**config.mk**
```make
export PLATFORM = sky130hd
export DESIGN_NAME = cam_frame_writer
export DESIGN_NICKNAME = d
export VERILOG_FILES = /design/src/rtl/cam_frame_writer.sv
export SDC_FILE = /design/constraint.sdc
export NUM_CORES = 1
export LEC_CHECK = 0
export ABC_AREA = 1
export BUFFER_PORTS_ARGS = -buffer_cell sky130_fd_sc_hd__buf_2
export CAP_MARGIN = 20
export CORE_MARGIN = 4
export CORE_UTILIZATION = 25
export CTS_CLUSTER_SIZE = 28
export DETAILED_ROUTE_END_ITERATION = 16
export PLACE_DENSITY = 0.39
export SLEW_MARGIN = 20
export SYNTH_ARGS = -nofsm -noshare
export SYNTH_HDL_FRONTEND = slang
export SYNTH_SLANG_ARGS = --single-unit
```
**constraint.sdc**
```tcl
create_clock -name clk_in -period 3 [get_ports clk_in]
set_input_delay 0.45 -clock clk_in [delete_from_list [all_inputs] [get_ports clk_in]]
set_output_delay 0.45 -clock clk_in [all_outputs]
set_load 0.1 [all_outputs]
```
**src/rtl/cam_frame_writer.sv**
```systemverilog
// cam_frame_writer
// Write side of the camera frame buffer. The camera byte stream arrives
// already synchronised into clk_in. Each rising edge of the camera pixel
// clock is one sample point. Byte pairs taken while hsync is high are packed
// into RGB565 pixels, first byte in the upper half. Each pixel becomes a
// one-cycle BRAM write strobe at the linear address row*WIDTH+col. Columns
// and rows outside the WIDTH x HEIGHT buffer are cropped. Every completed
// frame produces a one-cycle frame_done_out pulse.
//
// Ports:
//   clk_in          system clock, all logic on its rising edge
//   rst_in          asynchronous active-high reset
//   cam_pclk_in     camera pixel clock (synchronised)
//   cam_hsync_in    high during active line bytes
//   cam_vsync_in    high during inter-frame blanking
//   cam_data_in     camera byte
//   pixel_addr_out  buffer write address
//   pixel_data_out  RGB565 pixel
//   pixel_valid_out one-cycle write strobe
//   frame_done_out  one-cycle end-of-frame pulse
//   row_out         current row counter (debug)
module cam_frame_writer #(
    parameter int WIDTH  = 240,
    parameter int HEIGHT = 320,
    parameter int ADDR_W = 17
) (
    input  logic              clk_in,
    input  logic              rst_in,
    input  logic              cam_pclk_in,
    input  logic              cam_hsync_in,
    input  logic              cam_vsync_in,
    input  logic [7:0]        cam_data_in,
    output logic [ADDR_W-1:0] pixel_addr_out,
    output logic [15:0]       pixel_data_out,
    output logic              pixel_valid_out,
    output logic              frame_done_out,
    output logic [9:0]        row_out
);

    typedef enum logic [1:0] {SYNC, VBLANK, FRAME} state_t;

    localparam logic [9:0]        COL_MAX = 10'd1023;
    localparam logic [9:0]        WIDTH_C = 10'(WIDTH);
    localparam logic [9:0]        HEIGHT_C = 10'(HEIGHT);
    localparam logic [ADDR_W-1:0] WIDTH_A = ADDR_W'(WIDTH);

    state_t            r_state, w_stateNext;
    logic              r_pclkPrev;
    logic              r_hsyncPrev, w_hsyncPrevNext;
    logic [9:0]        r_col, w_colNext;
    logic [9:0]        r_row, w_rowNext;
    logic [ADDR_W-1:0] r_lineBase, w_lineBaseNext;
    logic              r_bytePhase, w_bytePhaseNext;
    logic [7:0]        r_hiByte, w_hiByteNext;
    logic [ADDR_W-1:0] r_addr, w_addrNext;
    logic [15:0]       r_data, w_dataNext;
    logic              r_valid, w_validNext;
    logic              r_frameDone, w_frameDoneNext;
    logic              w_sample;

    // Only the rising edge of the pixel clock carries a byte; every other
    // cycle leaves all state untouched.
    assign w_sample = cam_pclk_in & ~r_pclkPrev;

    always_ff @(posedge clk_in or posedge rst_in) begin
        if (rst_in) begin
            r_state     <= SYNC;
            r_pclkPrev  <= 1'b0;
            r_hsyncPrev <= 1'b0;
            r_col       <= '0;
            r_row       <= '0;
            r_lineBase  <= '0;
            r_bytePhase <= 1'b0;
            r_hiByte    <= '0;
            r_addr      <= '0;
            r_data      <= '0;
            r_valid     <= 1'b0;
            r_frameDone <= 1'b0;
        end else begin
            r_state     <= w_stateNext;
            r_pclkPrev  <= cam_pclk_in;
            r_hsyncPrev <= w_hsyncPrevNext;
            r_col       <= w_colNext;
            r_row       <= w_rowNext;
            r_lineBase  <= w_lineBaseNext;
            r_bytePhase <= w_bytePhaseNext;
            r_hiByte    <= w_hiByteNext;
            r_addr      <= w_addrNext;
            r_data      <= w_dataNext;
            r_valid     <= w_validNext;
            r_frameDone <= w_frameDoneNext;
        end
    end

    // The frame sequencing and the pixel datapath are both resolved here.
    // The SYNC state waits for a vsync pulse, so a frame that was already
    // under way when reset was released is never written. The address is
    // the running line base plus the column. The line base only advances
    // while the row is inside the buffer, so the address cannot run past
    // the last buffer location.
    always_comb begin
        w_stateNext      = r_state;
        w_hsyncPrevNext  = r_hsyncPrev;
        w_colNext        = r_col;
        w_rowNext        = r_row;
        w_lineBaseNext   = r_lineBase;
        w_bytePhaseNext  = r_bytePhase;
        w_hiByteNext     = r_hiByte;
        w_addrNext       = r_addr;
        w_dataNext       = r_data;
        w_validNext      = 1'b0;
        w_frameDoneNext  = 1'b0;

        if (w_sample) begin
            w_hsyncPrevNext = cam_hsync_in;
            case (r_state)
                SYNC: begin
                    if (cam_vsync_in) begin
                        w_stateNext = VBLANK;
                    end
                end
                VBLANK: begin
                    if (!cam_vsync_in) begin
                        w_stateNext     = FRAME;
                        w_colNext       = '0;
                        w_rowNext       = '0;
                        w_lineBaseNext  = '0;
                        w_bytePhaseNext = 1'b0;
                    end
                end
                FRAME: begin
                    if (cam_vsync_in) begin
                        // vsync beats a simultaneous hsync byte and drops any half pixel
                        w_frameDoneNext = 1'b1;
                        w_stateNext     = VBLANK;
                        w_colNext       = '0;
                        w_rowNext       = '0;
                        w_lineBaseNext  = '0;
                        w_bytePhaseNext = 1'b0;
                    end else if (cam_hsync_in) begin
                        if (!r_bytePhase) begin
                            w_hiByteNext    = cam_data_in;
                            w_bytePhaseNext = 1'b1;
                        end else begin
                            w_bytePhaseNext = 1'b0;
                            if ((r_col < WIDTH_C) && (r_row < HEIGHT_C)) begin
                                w_validNext = 1'b1;
                                w_addrNext  = r_lineBase + ADDR_W'(r_col);
                                w_dataNext  = {r_hiByte, cam_data_in};
                            end
                            if (r_col != COL_MAX) begin
                                w_colNext = r_col + 10'd1;
                            end
                        end
                    end else if (r_hsyncPrev) begin
                        // falling hsync closes the line; an odd trailing byte is lost
                        if (r_row != COL_MAX) begin
                            w_rowNext = r_row + 10'd1;
                        end
                        if (r_row < HEIGHT_C) begin
                            w_lineBaseNext = r_lineBase + WIDTH_A;
                        end
                        w_colNext       = '0;
                        w_bytePhaseNext = 1'b0;
                    end
                end
                default: begin
                    w_stateNext = SYNC;
                end
            endcase
        end
    end

    assign pixel_addr_out  = r_addr;
    assign pixel_data_out  = r_data;
    assign pixel_valid_out = r_valid;
    assign frame_done_out  = r_frameDone;
    assign row_out         = r_row;

endmodule

```
---- After elaboration in Yosys (flattened, before gate mapping) ----
Cells that the tools add are included.
word-level totals
  bits in registers ....................... 85
  input port bits ......................... 13
  output and inout port bits .............. 45
  word-level logic and storage cells ...... 82
cells by class
  add/sub/neg operators ................... 4
  $lt $le $gt $ge ......................... 2
  equality and inequality tests ........... 13
  mux-type cells .......................... 36
  bitwise gates (word level) .............. 4
  reduce and logical (&&, ||, !) cells .... 11
operators with widths
  kind                                                    count
  two-way mux 10 bit                                      10
  two-way mux 17 bit                                      5
  case mux 10 bit (2 select lines)                        2
  case mux 17 bit (2 select lines)                        1
  AND reduction 6 bit                                     4
  adder 10 x 1 -> 10 bit (second input constant)          2
  inequality test 10 bit (second input constant)          2
  adder 17 x 10 -> 17 bit                                 1
  adder 17 x 8 -> 17 bit (second input constant)          1
  two-way mux 1 bit                                       14
  inequality test 3 bit (second input constant)           4
  inequality test 4 bit (second input constant)           3
  < comparator 10 x 8 -> 1 bit (second input constant)    1
  < comparator 10 x 9 -> 1 bit (second input constant)    1
  AND reduction 5 bit                                     1
  two-way mux 2 bit                                       2
  case mux 2 bit (2 select lines)                         1
  AND reduction 4 bit                                     1
  inverter 1 bit                                          3
  AND reduction 3 bit                                     1
  == test 2 x 1 -> 1 bit (second input constant)          1
  == test 2 bit (second input constant)                   1
  logical NOT 2 bit                                       1
  inequality test 2 x 1 -> 1 bit (second input constant)  1
  other kinds (6)                                         6

---- Depth between registers and ports, before layout ----
Gate-level depths: netlist of run 1.
  depth in word-level cells ............... 8
  mapped depth ............................ 11

---- Worst setup path after synthesis of run 1 ----
No wires, ideal clock.
  path type ............................... register -> register
  start ................................... register r_row[0], in the netlist row_out[0]
  end ..................................... register r_row[0], in the netlist row_out[0]
  setup time .............................. 0.092 ns
  arrival ................................. 2.139 ns
  setup slack ............................. 0.768 ns
  cell stages (with the launch flop) ...... 8
  buffers on the path ..................... 0
  period minus slack after synthesis ...... 2.232 ns
  cell sequence ........................... dfrtp_1 ha_1 nand3_1 nor2_1 nand4_1 nand2_1 nand2_1 o21ai_0
between the ends
  longest elaborated chain between the ends .. 6
  elaborated cells on any way between the ends .. 9
  classes of those cells .................. add/sub (1); eq/ne (2); mux (5); reduce/logical (1)
ends and longest elaborated chain
  element                           line  text
  start, declared                   51    logic [9:0] r_row, w_rowNext;
  start signal, assigned            84    r_row <= w_rowNext;
  adder 10 x 1 -> 10 bit            158   w_rowNext = r_row + 10'd1;
  two-way mux 10 bit                157   if (r_row != COL_MAX) begin
  two-way mux 10 bit                155   end else if (r_hsyncPrev) begin
  two-way mux 10 bit                140   end else if (cam_hsync_in) begin
  two-way mux 10 bit                132   if (cam_vsync_in) begin
  case mux 10 bit (2 select lines)  116   case (r_state)
Parallel ways exist; a longest one is shown, timed or not. The select of a mux whose other input is x is not followed.
A chain may end at the register's enable or synchronous reset.

---- Worst setup path in the final report of run 1 ----
  start ................................... register r_state[0]
  end ..................................... register r_addr[6], in the netlist pixel_addr_out[6]
between the ends
  longest elaborated chain between the ends .. 2
ends and longest elaborated chain
  element                               line  text
  start, declared                       47    state_t r_state, w_stateNext;
  start signal, assigned                80    r_state <= w_stateNext;
  == test 2 bit                         116
  AND reduction 6 bit (no source line)  n/a
  end signal, assigned                  88    r_addr <= w_addrNext;
  end, declared                         55    logic [ADDR_W-1:0] r_addr, w_addrNext;
Every way passes these cells.

==> summary.md, run 1 <==
| Metric | Value |
|---|---|
| Synth Net Count | roughly 570 |
| Crit path max-delay family | buffers and inverters |
| Die Area | 19,300 um2 |
| GRT Total Usage | 0.119 |
| Die W | 139 um |
| Most frequent cells in the layout | 177 x nand2_1, 81 x dfrtp_1, 61 x inv_1 |
| Hold Path Class | input port to async pin |
| Final Hold Fails | 0 |
| TritonCTS Buffers | 9 |
| Share of cells above drive strength 1 | 0.153 |
| Required @ worst endpoint | 3.25 ns |
| Synth Warn # | 0 |
| Routed WL | 11,100 um |
| CTS clk-pin slew, worst paths | roughly 0.07 ns |
| Crit-path max FO | 30 |
| XOR/XNOR Fraction of Synth Area | 0.0408 |
| Mapped Area | ~4300 um2 |
| PortBufs | 57 |
| PwrDens | 860 nW/um2 |
| Post-synthesis compound-gate area fraction | 0.0830 |
| Starting DRC count in detailed routing | 228 |
| Leak | 2.64 nW |
| Number of remaining DRC errors | 0 |
| Main combinational cell family by area after synthesis | simple AND/OR/NAND/NOR gates |
| Via density | 4.39 |
| Final Wtd Congestion | around 0.82 |
| Status | complete, no violations |
| First-pass GRT wire length | approximately 19,000 um |
| CTS resizes | 0 |
| Setup-failing EPs final | 0 |
| Pre-antenna DRT Iters | 6 |
| Post-CTS Setup Bufs | 0 |
| Most common cell after layout, fill and taps aside | nand2_1 |
| CTS root buffer | clkbuf_16 |
| Worst relative slew slack | 0.509 |
| Peak supply drop | about 0.60 mV |
| Slowest-stage cell, CP | dfrtp_1 |
| Max_cap viols | 0 |
| Synth Area in Adders | 0.0350 |
| Drt wl/cell | approximately 13 um |
| Core ar. | 16,700 um2 |
| Setup TNS | 0 ns |
| Maximum clock path buffer count | 2 |
| Syn avg cell area | 7.84 um2 |
| CTS Sinks | 81 |
| Antenna cells | 0 |
| Max-slew violations | 0 |
| Post-layout net count | 633 |
| Initial core utilization | 0.257 |
| Area delta synth->final | 19.6% |
| Initial antenna violation count | 0 |
| CP Cell Sequence | inv_1 -> ha_1 -> inv_2 -> nor2_8 -> nand2_2 -> inv_2 -> nand3_2 -> buf_4 -> o21ai_1 -> inv_1 |
| Boundary pin count | 58 |
| Fmax | 479 MHz |
| Post-synthesis mux area share | 0 |
| Via count | 3,653 |
| Period utilisation layout | 0.696 |
| Worst-Margin Slew | 0.736 ns |
| Synth Register Bits | just over 80 |
| Antenna violation net count after detailed routing | 0 |
| Post-synthesis sequential area ratio | 0.472 |
| Cell count after synthesis | 548 |
| Vias in the first global route | 3,622 |
| Largest net degree at the start of global routing | 43 |
| Clk_lat worst skew | 0.35 ns |
| CP peak stage delay | 0.38 ns |
| CP Data Arrival Time | between 2 and 2.5 ns |
| CP bufs+invs | 5 |
| Synth unique cells | 29 |
| H-tree depth | 3 |
| Hold_buf cts | 0 |
| RSZ-0062 raised after global routing | false |
| Period minus WS final | 2.09 ns |
| Clock Skew | 0.00807 ns |
| CTS tree | built |
| Aggregate global routing overflow | 0 |
| Worst setup SP type | flip-flop |
| Post-DP HPWL | around 8300 um |
| FP Rows | 47 |
| Simple logic cell fraction of the synthesized area | 0.297 |
| Setup crit end kind | flip-flop |
| Critical path type | flip-flop to flip-flop |
| Layout Utilization | 0.308 |
| DIE HEIGHT | 139 um |
==> metrics by stage <==
step | instance area (um2) | power, mW | cells | hold WS (ns) | setup slack (ns)
4_1_cts | 5140 | 4.49 | 833 | 0.231 | 0.865
6_report | 5140 | 4.42 | 833 | 0.203 | 0.913
3_5_place_dp | 4830 | 3.29 | 817 | 0.461 | 0.869
2_1_floorplan | 4290 | 2.93 | 548 | 0.442 | 0.470
3_3_place_gp | 4830 | 3.28 | 817 | 0.448 | 0.940
5_1_grt | 5140 | 4.68 | 833 | 0.270 | 0.688
==> synthesized netlist by cell type <==
cell type  number  area share
nor2_1         35       0.031
a31oi_1         1      0.0015
buf_6           1      0.0026
nand2_1       177        0.15
dfrtp_1        81        0.47
nor2_4          1      0.0026
nand3b_1        4      0.0070
ha_1           12       0.035
xor2_1         15       0.031
o21ai_1        26       0.030
o21ai_0        30       0.035
xnor2_1         5       0.010
buf_2           9       0.010
nor2_2          3      0.0044
a21oi_1        11       0.013
nand4_1         9       0.013
nor3_1          6      0.0070
nor2_8          2      0.0093
and3_1          1      0.0015
nand3_1        40       0.047
nand3_4         1      0.0041
nand3_2         3      0.0070
inv_2           4      0.0035
a21boi_0        1      0.0017
nand2_2         3      0.0044
buf_4           1      0.0017
inv_1          62       0.054
nor4_1          3      0.0044
o21bai_1        1      0.0017
==> report_power, final <==
group	internal, mW	switching [mW]
registers	1.33	0.174
clock network	0.663	0.507
logic	0.348	1.40
==> registers in the layout, summed over array words and instances (netlist names) <==
signal           cells
pixel_addr_out      17
pixel_data_out      16
r_lineBase          13
r_col               10
row_out             10
r_hiByte             8
r_state              2
frame_done_out       1
pixel_valid_out      1
r_bytePhase          1
r_hsyncPrev          1
r_pclkPrev           1
==> worst paths after layout <==
kind / start / endpoint / slack [ns] / cells after the start
min in group clk_in: cam_pclk_in / r_pclkPrev / 0.28 / 1
worst max-delay path: r_state[0] / pixel_addr_out[6] / 0.91 / 10
worst min-delay path: rst_in / r_hiByte[1] / 0.20 / 2
worst max register to register: r_state[0] / pixel_addr_out[6] / 0.91 / 10
max in group asynchronous: rst_in / r_lineBase[5] / 2.12 / 3
worst min register to register: r_hiByte[0] / pixel_data_out[8] / 0.47 / 2
==> metal layers <==
layer | vias to the layer above | track usage | wire length (um)
met5 | - | 0 | 0
met4 | 0 | 0.0371 | 138
met3 | 10 | 0.0269 | 380
li1 | 1873 | - | -
met2 | 58 | 0.190 | 5120
met1 | 1712 | 0.162 | 5490
==> cell type report <==
class                      instances  area [um2]
tap                              220         275
fill                            1829       11600
timing repair buffer              60         320
clock inverter                     7        83.8
multi-input combinational        390        1960
clock buffer                       9         225
sequential                        81        2030
inverter                          66         249
==> kinds of logic after synthesis <==
group,count (synthesis)
AOI/OAI and AO/OA,70
xor gates and xnor gates,20
adders and majority gates,12
buffers and inverters,77
DFF,81
and+or+nand+nor,288
No activity file was read; power rests on OpenSTA's default activity.
==> run 2, diff against run 1 <==
--- a/config.mk
+++ b/config.mk
@@ -5,7 +5,7 @@
 export SDC_FILE = /design/constraint.sdc
 export NUM_CORES = 1
 export LEC_CHECK = 0
-export ABC_AREA = 1
+export ABC_AREA = 0
 export BUFFER_PORTS_ARGS = -buffer_cell sky130_fd_sc_hd__buf_2
 export CAP_MARGIN = 20
 export CORE_MARGIN = 4
==> constraint.sdc (replaced) <==
create_clock -name clk_in -period 2.1 [get_ports clk_in]
set_input_delay 0.315 -clock clk_in [delete_from_list [all_inputs] [get_ports clk_in]]
set_output_delay 0.315 -clock clk_in [all_outputs]
set_load 0.1 [all_outputs]
==> run 2 against run 1 <==
Compared with the run above:
- clock skew is 0.00073 ns higher
- highest routed layer unchanged
- the flow now finishes with violations (negative setup slack)
- final area is 8.7% higher
- sequential power is 23% higher
- non-clock buffer count is 51 higher
- register-to-register slack worse by 1.0 ns
- final cell count is 13% lower
- sequential share of layout area is 2.9 points lower
- clock-buffer cell count stayed put
- clock power is 44% higher
- combinational power is 24% lower
- flip-flop and latch count stayed put
- critical endpoint is now r_col[9]
- first-iteration DRC count is 0.44% lower
==> summary.md, run 2 <==
| Metric | Value |
|---|---|
| Hold Path Class | input port to async pin |
| Max_cap viols | 0 (unchanged) |
| Crit-path max FO | 7 (-77%) |
| R2R cell count | 7 (-3) |
| RR Endpoint | r_col[9] |
| CP peak stage delay | 0.50 ns (+0.12 ns) |
| Maximum clock path buffer count | 2 (unchanged) |
| Boundary pin count | 58 (unchanged) |
| FP Rows | 46 (-2.1%) |
| Max reg flops | 17 (unchanged) |
| Critical path type | flip-flop to flip-flop |
| Fin cells | 728 (-13%) |
| Hold_buf cts | 0 (unchanged) |
| Layout Utilization | 0.349 (+0.0414) |
| Synth Warn # | 0 (unchanged) |
| Vias in the first global route | 3,452 (-4.7%) |
| PortBufs | 57 (unchanged) |
| Required @ worst endpoint | 2.38 ns (-0.87 ns) |
| Most frequent cells in the layout | 73 x dfrtp_1, 57 x buf_2, 46 x buf_4 |
| Worst-Margin Slew | 0.525 ns (-0.211 ns) |
| Share of cells above drive strength 1 | 0.396 (+0.243) |
| Number of remaining DRC errors | 0 (unchanged) |
| Peak supply drop | 0.386 mV (-35%) |
| Internal | 3.24 mW (+38%) |
| Area leader, netlist | dfrtp_1 |
| CP Cell Sequence | inv_2 -> ha_2 -> nor2b_4 -> a211o_1 -> or3_4 -> or4_4 -> a21boi_2 |
| TritonCTS Buffers | 9 (unchanged) |
| Worst setup margin | -0.0918 ns (-1.01 ns) |
| CP Data Arrival Time | 2.47 ns (+0.14 ns) |
| Synth unique cells | 53 (+83%) |
| Hold Slack | 0.0286 ns (-0.174 ns) |
| Post-synthesis sequential area ratio | 0.494 (+0.0216) |
| Largest net degree at the start of global routing | 82 (+91%) |
| Final Wtd Congestion | 0.784 (-4.7%) |
| Flop pwr share | 0.380 (+0.040) |
| Period minus WS final | 2.19 ns (+0.105 ns) |
| Tot Pwr | 4.87 mW (+10%) |
| Clock Skew | 0.00880 ns (+0.000727 ns) |
| H-tree depth | 3 (unchanged) |
| GRT Total Usage | 0.125 (+0.00584) |
| Failing checks | negative setup slack |
| DIE HEIGHT | 136 um (-2.1%) |
| Synth Net Count | 424 (-26%) |
| Initial antenna violation count | 0 (unchanged) |
| Leak | 2.62 nW (-0.70%) |
| Pre-antenna DRT Iters | 6 (unchanged) |
| Post-route cell area | 5580 um2 (+8.7%) |
| FFs w/ async S/R, synth | 1.00 (unchanged) |
| RSZ-0062 raised after global routing | true |
| Period utilisation layout | 1.04 (+0.348) |
| Most numerous cell in the Yosys netlist | dfrtp_1 |
| Clock Power Share | 0.346 (+0.081) |
| CP endpoint | r_col[9] |
| Post-synth EDFFs | 0 (unchanged) |
| Post-synth top area share | 0.494 (+0.0216) |
| First-pass GRT wire length | 18,200 um (-3.4%) |
| Cell count after synthesis | 399 (-27%) |
| Via density | 4.71 (+7.4%) |
| Initial core utilization | 0.257 (-0.000470) |
| CTS tree | built |
| Switching share of power | 0.335 (-0.136) |
| Via count | 3,430 (-6.1%) |
| Ys flop type | dfrtp_1 |
| PwrDens | 872 nW/um2 (+1.3%) |
| Antenna cells | 0 (unchanged) |
| Post-DP HPWL | 7720 um (-6.5%) |
| Routed WL | 11,200 um (+0.67%) |
| Post-layout net count | 532 (-16%) |
| Final Hold Fails | 0 (unchanged) |
| Max-slew violations | 0 (unchanged) |
| Mapped Area | 4110 um2 (-4.4%) |
| Largest cells by area after synthesis | dfrtp_1 49%, mux2_2 8.2%, o21ai_0 5.2%, ha_1 3.7%, nand2_1 3.6% |
| Most common cell after layout, fill and taps aside | dfrtp_1 |
| Worst setup SP type | flip-flop |
| Clk_lat worst skew | 0.35 ns (about the same) |
| Aggregate global routing overflow | 0 (unchanged) |
| Fmax | 456 MHz (-4.8%) |
| Worst R2R Start | r_state[0] |
| Die Area | 18,500 um2 (-4.1%) |
| Synth Register Bits | 81 (unchanged) |
| Antenna violation net count after detailed routing | 0 (unchanged) |
| CTS root buffer | clkbuf_16 |
| CTS clk-pin slew, worst paths | 0.07 ns (about the same) |
| Worst relative slew slack | 0.650 (+0.141) |
| Setup-failing EPs final | 12 (+12) |
| Core ar. | 16,000 um2 (-4.2%) |
| Commonest cells post-synth | 81 x dfrtp_1, 43 x o21ai_0, 39 x nand2_1 |
| CTS Sinks | 81 (unchanged) |
| Dpl cells | 704 (-14%) |
| Status | complete, but fails checks |
| Placement Cell Area | 5010 um2 (+3.9%) |
| Syn avg cell area | 10.3 um2 (+31%) |
| R2r setup slk | -0.09 ns (-1.01 ns) |
| Worst Setup SP | r_state[0] |
| Switching pwr | 1.63 mW (-22%) |
| Starting DRC count in detailed routing | 227 (-0.44%) |
| Area delta synth->final | 36.0% |
| Die W | 136 um (-2.1%) |
| Slowest-stage cell, CP | or4_4 |
| Comb pwr share | 0.274 (-0.122) |
| Setup crit end kind | flip-flop |
| Drt wl/cell | 15.4 um (+15%) |
==> run 2: cell types whose count changed after synthesis, sizes merged, moves of 6 or more <==
cell / change
mux2: +30
buf: -8
nor2: -22
o21ai: -11
clkbuf: +11
inv: -57
nor3: +8
nand3: -29
o2bb2ai: +6
o31ai: +7
nand2: -141
==> run 2: kinds of logic after synthesis <==
group	Yosys count	share of synthesized area
AND/OR/NAND/NOR	140	0.181
AO/OA/AOI/OAI	100	0.155
flip-flops	81	0.494
multiplexers	30	0.0823
buffers and inverters	23	0.0235
XOR/XNOR	13	0.0277
adder cells (fa/ha/maj)	12	0.0366
==> run 2: power by group through the flow <==
stage	combinational, mW	sequential [mW]	clock (mW)
after CTS	1.21	1.85	1.75
final	1.33	1.85	1.68
after global placement	1.14	1.87	0
after global routing	1.46	1.88	1.81
after detailed placement	1.15	1.87	0
after floorplan	0.630	1.96	0
==> run 2: final cells by class <==
type                    count  area, um2
clock buffers               9        225
well taps                 216        270
multi-input cells         295       2170
flip-flops and latches     81       2040
fillers                  1701      10400
repair buffers            111        756
clock inverters             7       86.3
inverters                   9       37.5
==> run 2: timing repair <==
item / in CTS / in global routing
pin swaps: 0 / 7
endpoints found under the setup margin: 18 / 64
gates resized for setup: 11 / 32
buffers inserted: 2 / 4
gates cloned: 0 / 2
==> run 2: layer usage <==
metal | share of wire | track usage | vias to the layer above | routed length, um
met4 | 0.011 | 0.0510 | 0 | 125
met1 | 0.52 | 0.180 | 1668 | 5770
met2 | 0.44 | 0.184 | 59 | 4910
li1 | - | - | 1694 | -
met3 | 0.035 | 0.0244 | 9 | 390
met5 | 0 | 0 | - | 0
==> run 2: worst min path at each step <==
stage                            from           endpoint  slack [ns]
floorplan                 cam_pclk_in         r_pclkPrev        0.35
global placement    pixel_addr_out[6]  pixel_addr_out[6]        0.46
detailed placement  pixel_addr_out[7]  pixel_addr_out[7]        0.47
CTS                       cam_pclk_in         r_pclkPrev        0.10
global route              cam_pclk_in         r_pclkPrev        0.12
finish                         rst_in     frame_done_out        0.03
==> run 2: worst max-delay path, delay by kind of cell, from the launching register on <==
kind	cells	cell delay [ns]
DFF	1	0.39
and+or+nand+nor	3	1.03
AOI/OAI and AO/OA	2	0.42
buffers and inverters	1	0.07
adders and majority gates	1	0.20
==> run 2: through the flow <==
stage / worst slack (ns) / TNS, ns
3_5_place_dp: -0.208 / -2.57
5_1_grt: -0.192 / -2.21
3_3_place_gp: -0.169 / -1.91
2_1_floorplan: -0.212 / -2.20
4_1_cts: -0.111 / -0.886
6_report: -0.0918 / -0.869
